File: config.mk
export PLATFORM = sky130hd
export DESIGN_NAME = dump_sequencer
export DESIGN_NICKNAME = d
export VERILOG_FILES = /design/src/rtl/dump_sequencer_pkg.sv /design/src/rtl/rr_arbiter4.sv /design/src/rtl/dump_sequencer.sv
export SDC_FILE = /design/constraint.sdc
export NUM_CORES = 1
export LEC_CHECK = 0
export ABC_AREA = 1
export ABC_CLOCK_PERIOD_IN_PS = 1800
export CORE_MARGIN = 4
export CORE_UTILIZATION = 45
export DETAILED_ROUTE_END_ITERATION = 10
export PLACE_DENSITY = 0.76
export SYNTH_ARGS = -nofsm -noshare
export SYNTH_HDL_FRONTEND = slang
export SYNTH_SLANG_ARGS = --single-unit
File: constraint.sdc
create_clock -name clk -period 1.8 [get_ports clk]
set_input_delay 0.27 -clock clk [delete_from_list [all_inputs] [get_ports clk]]
set_output_delay 0.27 -clock clk [all_outputs]
set_load 0.05 [all_outputs]
File: src/rtl/dump_sequencer_pkg.sv
// Shared tracking-engine definitions: state dump offsets and the dump sequencer FSM states.
package dump_sequencer_pkg;

    localparam logic [4:0] OFF_FIRST      = 5'd6;
    localparam logic [4:0] OFF_SKIP       = 5'd14;
    localparam logic [4:0] OFF_LAST_FIXED = 5'd15;
    localparam logic [4:0] OFF_ACC_BASE   = 5'd16;

    typedef enum logic [1:0] {
        IDLE,
        ISSUE,
        DRAIN
    } dump_state_e;

    // Offset following `off` in the dump walk; offset 14 is hopped over.
    function automatic logic [4:0] next_offset(input logic [4:0] off);
        return (off == OFF_SKIP - 5'd1) ? OFF_LAST_FIXED : off + 5'd1;
    endfunction

endpackage

File: src/rtl/rr_arbiter4.sv
// 4-way round-robin picker; the pointer remembers the last channel served.
module rr_arbiter4 (
    input  logic       clk,
    input  logic       rst_b,
    input  logic [3:0] req,
    input  logic       sel_en,
    output logic       valid,
    output logic [1:0] idx
);

    logic [1:0] ptr_q;
    logic [1:0] cand;

    // Walk from farthest to nearest so the channel right after the pointer wins.
    always_comb begin
        valid = 1'b0;
        idx   = 2'd0;
        cand  = 2'd0;
        for (int k = 3; k >= 0; k--) begin
            cand = ptr_q + 2'(k + 1);
            if (req[cand]) begin
                valid = 1'b1;
                idx   = cand;
            end
        end
    end

    always_ff @(posedge clk or negedge rst_b) begin
        if (!rst_b) begin
            ptr_q <= 2'd3;
        end else if (sel_en && valid) begin
            ptr_q <= idx;
        end
    end

endmodule

File: src/rtl/dump_sequencer.sv
// Copies every dump word of one physical correlator into the logical-channel state RAM,
// serving pending dump requests round-robin and absorbing RAM back-pressure with a skid.
module dump_sequencer
    import dump_sequencer_pkg::*;
#(
    parameter int unsigned ACC_WORDS = 8,
    parameter int unsigned LCH_W     = 5
) (
    input  logic             clk,
    input  logic             rst_b,
    input  logic [3:0]       dump_req,
    input  logic [LCH_W-1:0] logic_ch_0,
    input  logic [LCH_W-1:0] logic_ch_1,
    input  logic [LCH_W-1:0] logic_ch_2,
    input  logic [LCH_W-1:0] logic_ch_3,
    output logic [1:0]       physical_channel_index,
    output logic [4:0]       state_addr,
    input  logic [31:0]      state_d4wt,
    output logic             ram_req,
    input  logic             ram_gnt,
    output logic [LCH_W+4:0] ram_addr,
    output logic [31:0]      ram_d4wt,
    output logic [3:0]       dump_done,
    output logic             busy
);

    localparam logic [4:0] LAST_OFF = OFF_ACC_BASE + 5'(ACC_WORDS - 1);

    dump_state_e      state_q, state_d;
    logic [1:0]       ch_q, ch_d;
    logic [LCH_W-1:0] lch_q, lch_d;
    logic [4:0]       state_addr_q, state_addr_d;
    logic [3:0]       pending_q, pending_d;
    logic [3:0]       done_q, done_d;
    logic             infl_v_q, infl_v_d;
    logic [4:0]       infl_off_q, infl_off_d;
    logic             skid_v_q;
    logic [4:0]       skid_off_q;
    logic [31:0]      skid_data_q;
    logic             out_v_q;
    logic [4:0]       out_off_q;
    logic [31:0]      out_data_q;

    logic             stall;
    logic             sel;
    logic             arb_valid;
    logic [1:0]       arb_idx;
    logic [LCH_W-1:0] lch_sel;

    assign stall = out_v_q & ~ram_gnt;

    rr_arbiter4 u_arb (
        .clk    (clk),
        .rst_b  (rst_b),
        .req    (pending_q),
        .sel_en (sel),
        .valid  (arb_valid),
        .idx    (arb_idx)
    );

    always_comb begin
        lch_sel = logic_ch_0;
        unique case (arb_idx)
            2'd0: lch_sel = logic_ch_0;
            2'd1: lch_sel = logic_ch_1;
            2'd2: lch_sel = logic_ch_2;
            2'd3: lch_sel = logic_ch_3;
            default: lch_sel = logic_ch_0;
        endcase
    end

    always_comb begin
        state_d      = state_q;
        ch_d         = ch_q;
        lch_d        = lch_q;
        state_addr_d = state_addr_q;
        infl_v_d     = 1'b0;
        infl_off_d   = infl_off_q;
        done_d       = 4'b0000;
        sel          = 1'b0;
        unique case (state_q)
            IDLE: begin
                if (arb_valid) begin
                    sel          = 1'b1;
                    ch_d         = arb_idx;
                    lch_d        = lch_sel;
                    state_addr_d = OFF_FIRST;
                    state_d      = ISSUE;
                end
            end
            ISSUE: begin
                // A stalled output keeps the mux re-reading the same offset; nothing is tracked.
                if (!stall) begin
                    infl_v_d   = 1'b1;
                    infl_off_d = state_addr_q;
                    if (state_addr_q == LAST_OFF) begin
                        state_addr_d = 5'd0;
                        state_d      = DRAIN;
                    end else begin
                        state_addr_d = next_offset(state_addr_q);
                    end
                end
            end
            DRAIN: begin
                if (!infl_v_q && !skid_v_q && (!out_v_q || ram_gnt)) begin
                    done_d  = 4'b0001 << ch_q;
                    state_d = IDLE;
                end
            end
            default: state_d = IDLE;
        endcase
    end

    // New requests win over the clear of the channel being selected.
    assign pending_d = (pending_q & ~(sel ? (4'b0001 << arb_idx) : 4'b0000)) | dump_req;

    always_ff @(posedge clk or negedge rst_b) begin
        if (!rst_b) begin
            state_q      <= IDLE;
            ch_q         <= 2'd0;
            lch_q        <= '0;
            state_addr_q <= 5'd0;
            pending_q    <= 4'b0000;
            done_q       <= 4'b0000;
            infl_v_q     <= 1'b0;
            infl_off_q   <= 5'd0;
        end else begin
            state_q      <= state_d;
            ch_q         <= ch_d;
            lch_q        <= lch_d;
            state_addr_q <= state_addr_d;
            pending_q    <= pending_d;
            done_q       <= done_d;
            infl_v_q     <= infl_v_d;
            infl_off_q   <= infl_off_d;
        end
    end

    always_ff @(posedge clk or negedge rst_b) begin
        if (!rst_b) begin
            skid_v_q    <= 1'b0;
            skid_off_q  <= 5'd0;
            skid_data_q <= 32'd0;
            out_v_q     <= 1'b0;
            out_off_q   <= 5'd0;
            out_data_q  <= 32'd0;
        end else if (!stall) begin
            if (skid_v_q) begin
                out_v_q     <= 1'b1;
                out_off_q   <= skid_off_q;
                out_data_q  <= skid_data_q;
                skid_v_q    <= infl_v_q;
                skid_off_q  <= infl_off_q;
                skid_data_q <= state_d4wt;
            end else begin
                out_v_q    <= infl_v_q;
                out_off_q  <= infl_off_q;
                out_data_q <= state_d4wt;
            end
        end else if (infl_v_q) begin
            skid_v_q    <= 1'b1;
            skid_off_q  <= infl_off_q;
            skid_data_q <= state_d4wt;
        end
    end

    assign physical_channel_index = ch_q;
    assign state_addr             = state_addr_q;
    assign ram_req                = out_v_q;
    assign ram_addr               = {lch_q, out_off_q};
    assign ram_d4wt               = out_data_q;
    assign dump_done              = done_q;
    assign busy                   = (state_q != IDLE);

endmodule

Yosys cells after proc, flatten, opt, wreduce, memory -nomap -nowiden
Cells that the tools add are included.
Word-level totals
  bits in registers: 106
  latch bits: 0
  bits in writable memories: 0
  bits in read-only memories: 0
  word-level logic and storage cells: 106
  memories kept: 0
Cells by class
  add/sub/neg operators: 4
  multiply operators: 0
  divide/modulo/power cells: 0
  $lt $le $gt $ge: 4
  equality and inequality tests: 12
  shifts and indexed selects: 2
  multiplexer cells: 46
  bitwise operators: 6
  reduce and logical (&&, ||, !) cells: 17
Operators by type and width (count)
  two-way mux 32 bit: 4
  two-way mux 5 bit: 8
  one-hot mux 5 bit (4 select lines): 1
  two-way mux 1 bit: 16
  two-way mux 2 bit: 8
  less-than comparator 2 x 3 -> 1 bit, second input constant: 4
  two-way mux 4 bit: 3
  one-hot mux 5 bit (2 select lines): 1
  binary-select mux 1 bit (select 2 bit): 4
  != test 2 bit, second input constant: 4
  left shift 1 x 2 -> 4 bit, first input constant: 2
  == test 2 bit, second input constant: 3
  one-hot mux 2 bit (3 select lines): 1
  AND reduction 2 bit: 3
  nonzero test 2 bit: 3
  adder 5 x 1 -> 5 bit, second input constant: 1
  == test 5 x 4 -> 1 bit, second input constant: 1
  == test 5 bit, second input constant: 1
  adder 2 bit, second input constant: 2
  AND 4 bit: 1
  == test 2 x 1 -> 1 bit, second input constant: 2
  zero test 2 bit: 2
  inverter 4 bit: 1
  bitwise OR 4 bit: 1
  other kinds (9): 14

Logic depth before layout (Yosys ltp)
  word-level depth: 12
  mapped depth: 15
  gate-level depth less buffers: 14

Modules after synthesis
Synthesis repeated with hierarchy kept, for this count alone.
Second synthesis, totals
  cell total of the unflattened synthesis: 604
  area, all modules: 4947.2 um2
Modules (own cells, without submodules)
  dump_sequencer: times used 1, cells an instance 546, area an instance 4631.9 um2
  rr_arbiter4: times used 1, cells an instance 58, area an instance 315.3 um2

Worst setup path after synthesis
Ideal clock, no wire load.
  path type: flip-flop to flip-flop
  start: register out_v_q (netlist: ram_req)
  end: register skid_data_q[10]
  arrival: 1652 ps
  required time: 1670 ps
  slack: 18 ps
  cell stages (with the launch flop): 8
  buffers on the path: 2
  clock period less this slack: 1782 ps
  path through: dfrtp_1 -> inv_1 -> nor2_1 -> inv_1 -> o21ai_0 -> buf_2 -> clkbuf_1 -> o21ai_0
Between the ends
  cells in the longest elaborated chain, start to end: 3
  elaborated cells on any way between the ends: 5
  classes of those cells: eq/ne: 1; mux: 1; bitwise: 1; reduce/logical: 2
RTL lines
  from (decl): RTL line dump_sequencer.sv:40  | logic out_v_q;
  from (signal assigned): RTL line dump_sequencer.sv:156  | out_v_q <= infl_v_q;
  AND 1 bit *: RTL line dump_sequencer.sv:50  | assign stall = out_v_q & ~ram_gnt;
  != test 2 bit (no source line) / nonzero test 2 bit (equally long branches)
  AND reduction 2 bit (no source line)
  to (signal assigned): RTL line dump_sequencer.sv:154  | skid_data_q <= state_d4wt;
  to (signal assigned): RTL line dump_sequencer.sv:163  | skid_data_q <= state_d4wt;
  to (decl): RTL line dump_sequencer.sv:39  | logic [31:0] skid_data_q;
Every way passes the cells marked *; elsewhere a longest branch is shown, timed or not.
A chain may end at the register's enable or synchronous reset.

Worst setup path after layout
  start: register u_arb.ptr_q[0]
  end: register lch_q[0]
Between the ends
  cells in the longest elaborated chain, start to end: 8
  elaborated cells on any way between the ends: 25
  classes of those cells: add/sub: 3; eq/ne: 3; mux: 17; reduce/logical: 2
RTL lines
  from (decl): RTL line rr_arbiter4.sv:11  | logic [1:0] ptr_q;
  from (signal assigned): RTL line rr_arbiter4.sv:32  | ptr_q <= idx;
  adder 2 bit / binary-select mux 1 bit (select 2 bit) (equally long branches): RTL line rr_arbiter4.sv:20, rr_arbiter4.sv:21
  binary-select mux 1 bit (select 2 bit) / two-way mux 1 bit (equally long branches): RTL line rr_arbiter4.sv:21  | if (req[cand]) begin
  two-way mux 1 bit (not written as such) / two-way mux 2 bit (equally long branches): RTL line rr_arbiter4.sv:21
  two-way mux 2 bit (3 in a row): RTL line rr_arbiter4.sv:21
  == test 2 bit (tied with other cells): RTL line dump_sequencer.sv:63  | unique case (arb_idx)
  one-hot mux 5 bit (4 select lines): RTL line dump_sequencer.sv:63
  to (signal assigned): RTL line dump_sequencer.sv:130  | lch_q <= lch_d;
  to (decl): RTL line dump_sequencer.sv:31  | logic [LCH_W-1:0] lch_q, lch_d;
Several ways; a longest one is shown, not always the timed one. The select of a mux whose other input is x is not followed.

==> results summary <==
The run finished, with violations left. The checks that failed: setup timing. The most common library cell in the layout ignoring fill and taps is nand2_1. At the pin with the least slew margin, the transition time is 552 ps. Along the worst path, the maximum fanout reaches 7. The length of the first detailed-routing pass in iterations is 5.

The clock network latency to the later pin of the worst-skew pair is between 300 and 400 ps. The routed design could run at a clock period as short as slightly below 2000 ps. The number of antenna violations at the first check in global routing is 0. The root buffer cell chosen for the clock tree is clkbuf_8. The total power divided by cell area is between 2000 and 2500 nW/um^2.

The standard cell area after detailed placement came out at around 6000 um^2. Setup violations remaining at the end of the flow were counted as 11. The achievable clock frequency is 503 MHz. The global route total overflow came out at 0.

The power dissipated by switching net loads came out at between 0.007 and 0.008 W. The design draws ~0.014 W. The number of diodes added for antenna fixing came out at 0.

The data required time of the worst path came out at just over 2000 ps. Leaving out fill and tap cells, the most frequent cells in the layout are 112 x nand2_1, 103 x dfrtp_1, 60 x inv_1, 57 x clkdlybuf4s50_1, 49 x o21ai_0. The delay of the slowest cell on the worst path came out at roughly 640 ps. The kind of capture point of the worst setup path is a flop. The number of nets in the finished design is 728. The length of routed met3 wiring is 771 um. The number of standard cells in the layout, taps in and fillers out is approximately 810. The net switching share of the total power came out at between 50% and 60%.

The final setup skew is roughly 10 ps. The number of DRC markers after the initial detailed-route iteration came out at ~310. The critical path goes through clkinv_4, nand2_4, nand2_2, and2_4, nor2_4, nand3_4, buf_6, nand4_1, nand2_2, o21ai_1, nand2_1. The highest metal layer used by the detailed router is met4. Max-cap violations in this run came to 0. Dividing the final minimum period by the clock period gives 110%. The number of design rule violations left after detail routing is 0. Clock-pin slew was measured on the worst setup and hold paths at ~100 ps.

Of all cell types, the one taking the most synthesized area is dfrtp_1. The count of synthesis-stage warnings from yosys came out at 0. Timing analysis after detailed placement gives a worst setup slack of -215 ps. The total count of max-transition violations in the final report is 0. The first global-routing pass estimated 19,000 um of wire. Once the floorplan was initialized, standard cells occupied approximately 47% of the core. The fraction of synthesized cell area taken by the top area cell type is a little over half.

The register cell area after layout is roughly 2700 um^2. The number of nets in the synthesized netlist came out at around 610. The multi-input logic area came out at slightly above 2000 um^2. Ranked by total cell area, the synthesized netlist is headed by dfrtp_1 53%, nand2_1 9.8%, o211ai_1 5.8%. The number of input and output port buffers inserted came out at 113. In this run the vertical extent of the chip is 112 um. The slowest stage of the critical path is the dfstp_2 cell.

Cell internal power was estimated by the tool at about 0.007 W. The number of global-route vias before repair is about 4,100. By instance count, the cell type seen most on the critical path is nand2_2. The sum of net half-perimeters after detailed placement came out at between 7000 and 8000 um. The number of buffers added by the clock tree synthesis step is 9. The share of post-route cells with drive strength above 1 came out at 17.9%. The synthesized area divided by synthesized cell count came out at around 9 um^2.

The count of filler cells inserted in the layout came out at between 800 and 900. The pin count of the biggest net entering global routing is around 110. The last weighted congestion value of the routability-driven placer came out at between 0.8 and 0.9. In this run the worst hold path is classified as in2reg. The worst slew slack as a fraction of its limit came out at a little over three fifths.

The total met2 wirelength after detailed routing is 5480 um. The synthesis-to-layout area growth is 35.8%. The aggregate routed wire length came out at 11,400 um. After detailed routing, the average wire length per cell comes to about 14 um.

The mapped cell area is ~4900 um^2. The cell count after placement is between 700 and 800. The worst setup path is launched from a flop. The final hold violation count came out at 0. After synthesis, the netlist uses 35 different library cells. In this run, synthesis produced a sequential element count of around 110. Synthesis handed over a netlist of 545 instances.

The number of nets with antenna violations after detailed routing is 0. The static leakage came out at roughly 3.1 nW. The clock power share is 10.0%. Row generation in the floorplan step produced 37 rows. The overall die area came out at ~13,000 um^2. The core area is about 10,000 um^2. Summing the sequential cell areas from Yosys gives a little over half of the chip area. The H-tree was split into 3 levels. The sequential share of power is between 20% and 30%. The setup slack after layout came out at -188 ps.

The number of placed I/O pins is roughly 110. Once layout is done, the placed cells without fillers occupy 6640 um^2. The start-to-end type of the worst setup path is reg2reg. Combinational logic burns about three fifths of the power. For this block, wires on met1 add up to around 5000 um. For the worst setup path, the data arrival time is roughly 2300 ps. TritonCTS built the clock tree. The clock net in this run drives a total of 106 sinks. Dividing the detail-routed via count by the number of cells gives between 5 and 6.

Setup repair after global routing could not meet its margin everywhere. Across all layers, the routed design uses 4,132 vias. The maximum count of clock buffers along a single path came out at 2. The die is roughly 110 um wide. VDD sags by at most approximately 0.0014 V. In the global route stage, overall resource usage came out at between 15 and 20%.
-- stage by stage --
stage	setup TNS [ps]	hold slack [ps]	util [%]
after floorplan	0	-25.6	-
after global placement	-4930	386	59.1
after detailed placement	-7480	390	59.1
after CTS	-391	454	61.0
after global routing	-2490	467	63.5
final	-977	464	63.5
-- area by class of cell --
| cell class | count | area share (%) |
|---|---|---|
| Sequential cell | 106 | 40.0 |
| Clock inverter | 4 | 0.377 |
| Clock buffer | 12 | 2.49 |
| Tap cell | 136 | 2.56 |
| Timing Repair Buffer | 138 | 19.6 |
| Inverter | 68 | 4.03 |
| Multi-Input combinational cell | 344 | 30.9 |
-- cell families after synthesis --
family	Yosys count	share of synthesized area, %
simple gates	194	17.9
fa+ha+maj	3	0.716
compound gates	145	19.0
buf+inv	97	8.11
flops	106	54.3
-- final timing paths --
check                           cells past startpoint           end      startpoint  slack, ps
worst max-delay path                               11      lch_q[0]  u_arb.ptr_q[0]       -190
worst min-delay path                                2  pending_q[1]     dump_req[1]        460
worst max register to register                     11      lch_q[0]  u_arb.ptr_q[0]       -190
worst min register to register                      2      lch_q[1]        lch_q[1]        490
max in group asynchronous                           3      skid_v_q           rst_b        860
min in group asynchronous                           3   ram_d4wt[7]           rst_b        490
-- power groups by stage --
stage	combinational [W]	sequential, W	clock (W)
finish	0.00845	0.00419	0.00140
global route	0.00920	0.00433	0.00154
CTS	0.00765	0.00419	0.00143
detailed placement	0.00769	0.00425	0
global placement	0.00747	0.00421	0
floorplan	0.00357	0.00603	0
-- layer usage --
metal	vias up	track usage [%]
met4	0	3.93
li1	2039	-
met1	1956	24.0
met5	-	0
met2	121	28.6
met3	16	5.55
-- worst max-delay path: cells and delay by family, from the launching register on --
kind            cells  cell delay [ps]
simple gates        8              800
flops               1              640
buf+inv             2              310
compound gates      1              150
-- Yosys cell counts (all sizes together) --
cell,n
dfrtp,104
o211ai,38
buf,13
nand2,140
o22ai,1
dfstp,2
o21ai,58
a22oi,1
nor3,5
o21a,37
and2,1
inv,68
nand3,17
clkbuf,16
o21bai,4
a21oi,6
nand4,4
nor4,4
maj3,1
nor2,23
ha,2
-- registers in the layout, indices dropped and copies added (netlist names) --
register and flops:
out_off_q 5, skid_off_q 5, lch_q 5, skid_v_q 1, ram_d4wt 32, state_q 2, u_arb.ptr_q 2, physical_channel_index 2
infl_v_q 1, dump_done 4, infl_off_q 5, pending_q 4, ram_req 1, state_addr 5, skid_data_q 32
-- repair_timing --
action / in CTS / in global routing
hold buffers: 1 / 0
setup buffers: 3 / 7
gates cloned: 0 / 2
setup endpoints to repair: 45 / 53
pin swaps: 4 / 27
endpoints found under the hold margin: 24 / 0
gates resized for setup: 40 / 53
Note: power is estimated with default switching activity, not from simulation.
==> RTL change 1: new RTL, same settings <==
The 3 states of `dump_state_e` get a one-hot encoding in 3 bits.
--- a/src/rtl/dump_sequencer_pkg.sv
+++ b/src/rtl/dump_sequencer_pkg.sv
@@ -7,8 +7,8 @@
     localparam logic [4:0] OFF_ACC_BASE   = 5'd16;
 
-    typedef enum logic [1:0] {
-        IDLE,
-        ISSUE,
-        DRAIN
+    typedef enum logic [2:0] {
+        IDLE  = 3'b001,
+        ISSUE = 3'b010,
+        DRAIN = 3'b100
     } dump_state_e;
 
Function: same outputs for any inputs over 10 cycles, from zero or initial values and one cycle with rst_b low; not proved beyond that.
==> RTL change 1 against the unedited design <==
  * The flow still finishes with violations (negative setup slack)
  * Count of clock-buffer cells in the layout shrank 2
  * Sequential cell count grew 1
  * Core utilization grew 1.3 points
  * Critical path depth grew 4
  * Wire length grew 10%
  * Final area grew 2.0%
  * Global-route usage grew 1.8 points
  * Clock skew grew 4.8 ps
  * Power shrank 6.0%
  * Setup slack gained 31 ps
  * Synthesized area is essentially flat
  * Largest cell class unchanged
  * Highest routed layer unchanged
==> RTL change 1: results <==
run_status:
  status: "complete, but fails checks"
  failed_checks: "negative setup slack"
sta:
  setup_viol: 16
  fin_worst_skew_ps: 15.2
  layout_setup_ws_ps: -157
  max_slew_margin_pct: 66.3
grt:
  grt_usage_pct: 19.6
  grt_use_met1_pct: 25.5
  use_met3_pct: 5.01
  grt_max_degree: 60
layout:
  n_all_inverters: 49
  fill_cells: 851
  n_all_buffers: 151
  clkbuf_count: 10
  final_nets: 734
synthesis:
  yosysSeqAreaShare_pct: 54.8
  yosys-top-cells-count: "104 x dfrtp_1, 96 x nand2_1, 79 x a21oi_1"
  ys_ff_latch: 107
  yosys-top-cells-area: "dfrtp_1 53%, a21oi_1 8.1%, mux2_2 7.4%"
drt:
  m1WireLength_um: 5270
  dr_wl_met2_um: 6180
worst_hold_path:
  min_path_type: "in2async"
power:
  seq_power_share_pct: 30.1
  p_switching_w: 0.00623
worst_setup_path:
  cpPeakStageDelay_ps: 690
  cp.arrival_ps: 2220
[RTL change 1: logic make-up (layout without fill, tap and decap cells)]
logic type      count (synthesis)  in the layout  synth area share (%)
simple gates                  208            211                  18.9
fa+ha+maj                       2              2                 0.511
buf+inv                        74            216                  6.49
mux                            32             32                  7.36
compound gates                110            110                  12.0
flops                         107            107                  54.8
[RTL change 1: worst max path at each step]
stage | from | to | slack [ps] | depth (start not counted)
after detailed placement | u_arb.ptr_q[0]$_DFFE_PN1P_ | lch_q[1]$_DFFE_PN0N_ | -140 | 13
after floorplan | ram_req$_DFFE_PN0N_ | skid_data_q[10]$_DFFE_PN0P_ | 30 | 6
after CTS | u_arb.ptr_q[0]$_DFFE_PN1P_ | lch_q[1]$_DFFE_PN0N_ | -90 | 15
final | u_arb.ptr_q[0]$_DFFE_PN1P_ | lch_q[0]$_DFFE_PN0N_ | -160 | 15
after global routing | u_arb.ptr_q[0]$_DFFE_PN1P_ | state_addr[0]$_DFFE_PN0P_ | -270 | 9
after global placement | ram_gnt | skid_data_q[18]$_DFFE_PN0P_ | -40 | 6
[RTL change 1: per-stage QoR]
| step | instances | cell area (um2) | power (W) | hold WS, ps |
|---|---|---|---|---|
| 2_1_floorplan | 533 | 4900 | 0.00851 | -25.6 |
| 3_3_place_gp | 785 | 6290 | 0.0103 | 173 |
| 3_5_place_dp | 785 | 6290 | 0.0106 | 178 |
| 4_1_cts | 811 | 6670 | 0.0128 | 336 |
| 5_1_grt | 814 | 6780 | 0.0140 | 354 |
| 6_report | 814 | 6780 | 0.0132 | 331 |
[RTL change 1: timing repair]
item | in CTS | in global routing
pin swaps | 11 | 9
hold buffers | 1 | 0
endpoints found under the setup margin | 46 | 31
hold endpoints to repair | 19 | 0
gates resized for setup | 62 | 19
gates cloned | 3 | 0
setup buffers | 6 | 3
==> RTL change 2: new RTL, same settings <==
Without the edit above. Set the parameter `ACC_WORDS` to 7 (it was 8).
--- a/src/rtl/dump_sequencer.sv
+++ b/src/rtl/dump_sequencer.sv
@@ -4,5 +4,5 @@
     import dump_sequencer_pkg::*;
 #(
-    parameter int unsigned ACC_WORDS = 8,
+    parameter int unsigned ACC_WORDS = 7,
     parameter int unsigned LCH_W     = 5
 ) (
Function: no difference found for any inputs over 10 cycles, from zero or initial values and one cycle with rst_b low; that may be too few to reach the edited logic, so the function may still have changed.
==> RTL change 2 against the unedited design <==
  * The flow still finishes with violations (negative setup slack)
  * Die area is 0.56% higher
  * Sequential cell count stayed put
  * Synthesized area is 0.61% higher
  * Final area is 1.1% lower
  * Power is 5.4% lower
  * Clock skew is 3.5 ps higher
  * Sequential share of layout area is 0.43 points higher
  * Global-route usage is 0.32 points higher
  * Setup slack better by 160 ps
  * Critical path depth is 1 higher
  * Wire length is 1.6% lower
  * Highest routed layer unchanged
==> RTL change 2: results <==
run_status:
  status: "complete, but fails checks"
  failed_checks: "negative setup slack"
drt:
  num_vias: 4123
  drt-wirelength-per-cell_um: 13.7
  wl_met3_um: 677
sta:
  max_slew_margin_pct: 65.1
  setup_viol: 4
  layout_setup_ws_ps: -29.1
grt:
  use_met3_pct: 4.31
  grt_use_met1_pct: 24.0
  grt_pass1_wl_um: 19300
  grt_max_degree: 75
worst_setup_path:
  cp.arrival_ps: 2080
  path_max_fanout: 8
  reg2reg_depth: 12
layout:
  multi_input_cells: 349
  n_all_buffers: 137
  buffer_area_share_pct: 20.0
place:
  dp_cells: 790
  dpl_cell_area_mm2: 0.00625
power:
  leakagePower_nw: 3.14
synthesis:
  synth_cells: 553
  yosysSeqAreaShare_pct: 54.0
  yosys-top-cells-area: "dfrtp_1 53%, nand2_1 9.8%, o211ai_1 5.8%"
  synth_cell_type_count: 33
-- RTL change 2: kinds of logic after synthesis --
| family | after synthesis | share of synthesized area, % |
|---|---|---|
| simple gates | 199 | 18.3 |
| compound gates | 146 | 18.9 |
| flops | 106 | 54.0 |
| buf+inv | 98 | 7.83 |
| fa+ha+maj | 4 | 0.966 |
-- RTL change 2: how the worst max path moves through the flow --
stage                               startpoint                          end  slack [ps]  cells past startpoint
CTS                 u_arb.ptr_q[0]$_DFFE_PN1P_         lch_q[2]$_DFFE_PN0N_         -30                     14
global route        u_arb.ptr_q[0]$_DFFE_PN1P_         lch_q[2]$_DFFE_PN0N_        -210                     14
detailed placement  u_arb.ptr_q[0]$_DFFE_PN1P_         lch_q[1]$_DFFE_PN0N_         -30                     13
floorplan                  ram_req$_DFFE_PN0N_  skid_data_q[10]$_DFFE_PN0P_          30                      7
global placement    u_arb.ptr_q[0]$_DFFE_PN1P_    state_addr[4]$_DFFE_PN0P_          30                     10
finish              u_arb.ptr_q[0]$_DFFE_PN1P_         lch_q[0]$_DFFE_PN0N_         -30                     12
-- RTL change 2: repair_timing --
item                                    in CTS  in global routing
resized for setup                           44                 22
pin swaps                                    6                  1
hold buffers                                 1                  0
endpoints found under the setup margin      38                 23
endpoints found under the hold margin       12                  0
setup buffers                                4                  2
gates cloned                                 0                  1
-- RTL change 2: critical path: stages, from the launching register on --
cell	delay [ps]
dfstp_2	620
inv_4	80
nand2_2	90
nand2_1	100
nand2_1	100
inv_2	60
nor2_4	130
nor2_8	70
buf_4	150
o21ai_1	110
nand3_1	90
nand2_1	70
nand2_1	50
-- RTL change 2: power by group --
group	switching (W)	total, W	leakage, nW	internal (W)
sequential	0.000659	0.00415	1.26	0.00349
combinational	0.00508	0.00771	1.78	0.00264
clock	0.000842	0.00141	0.0998	0.000572
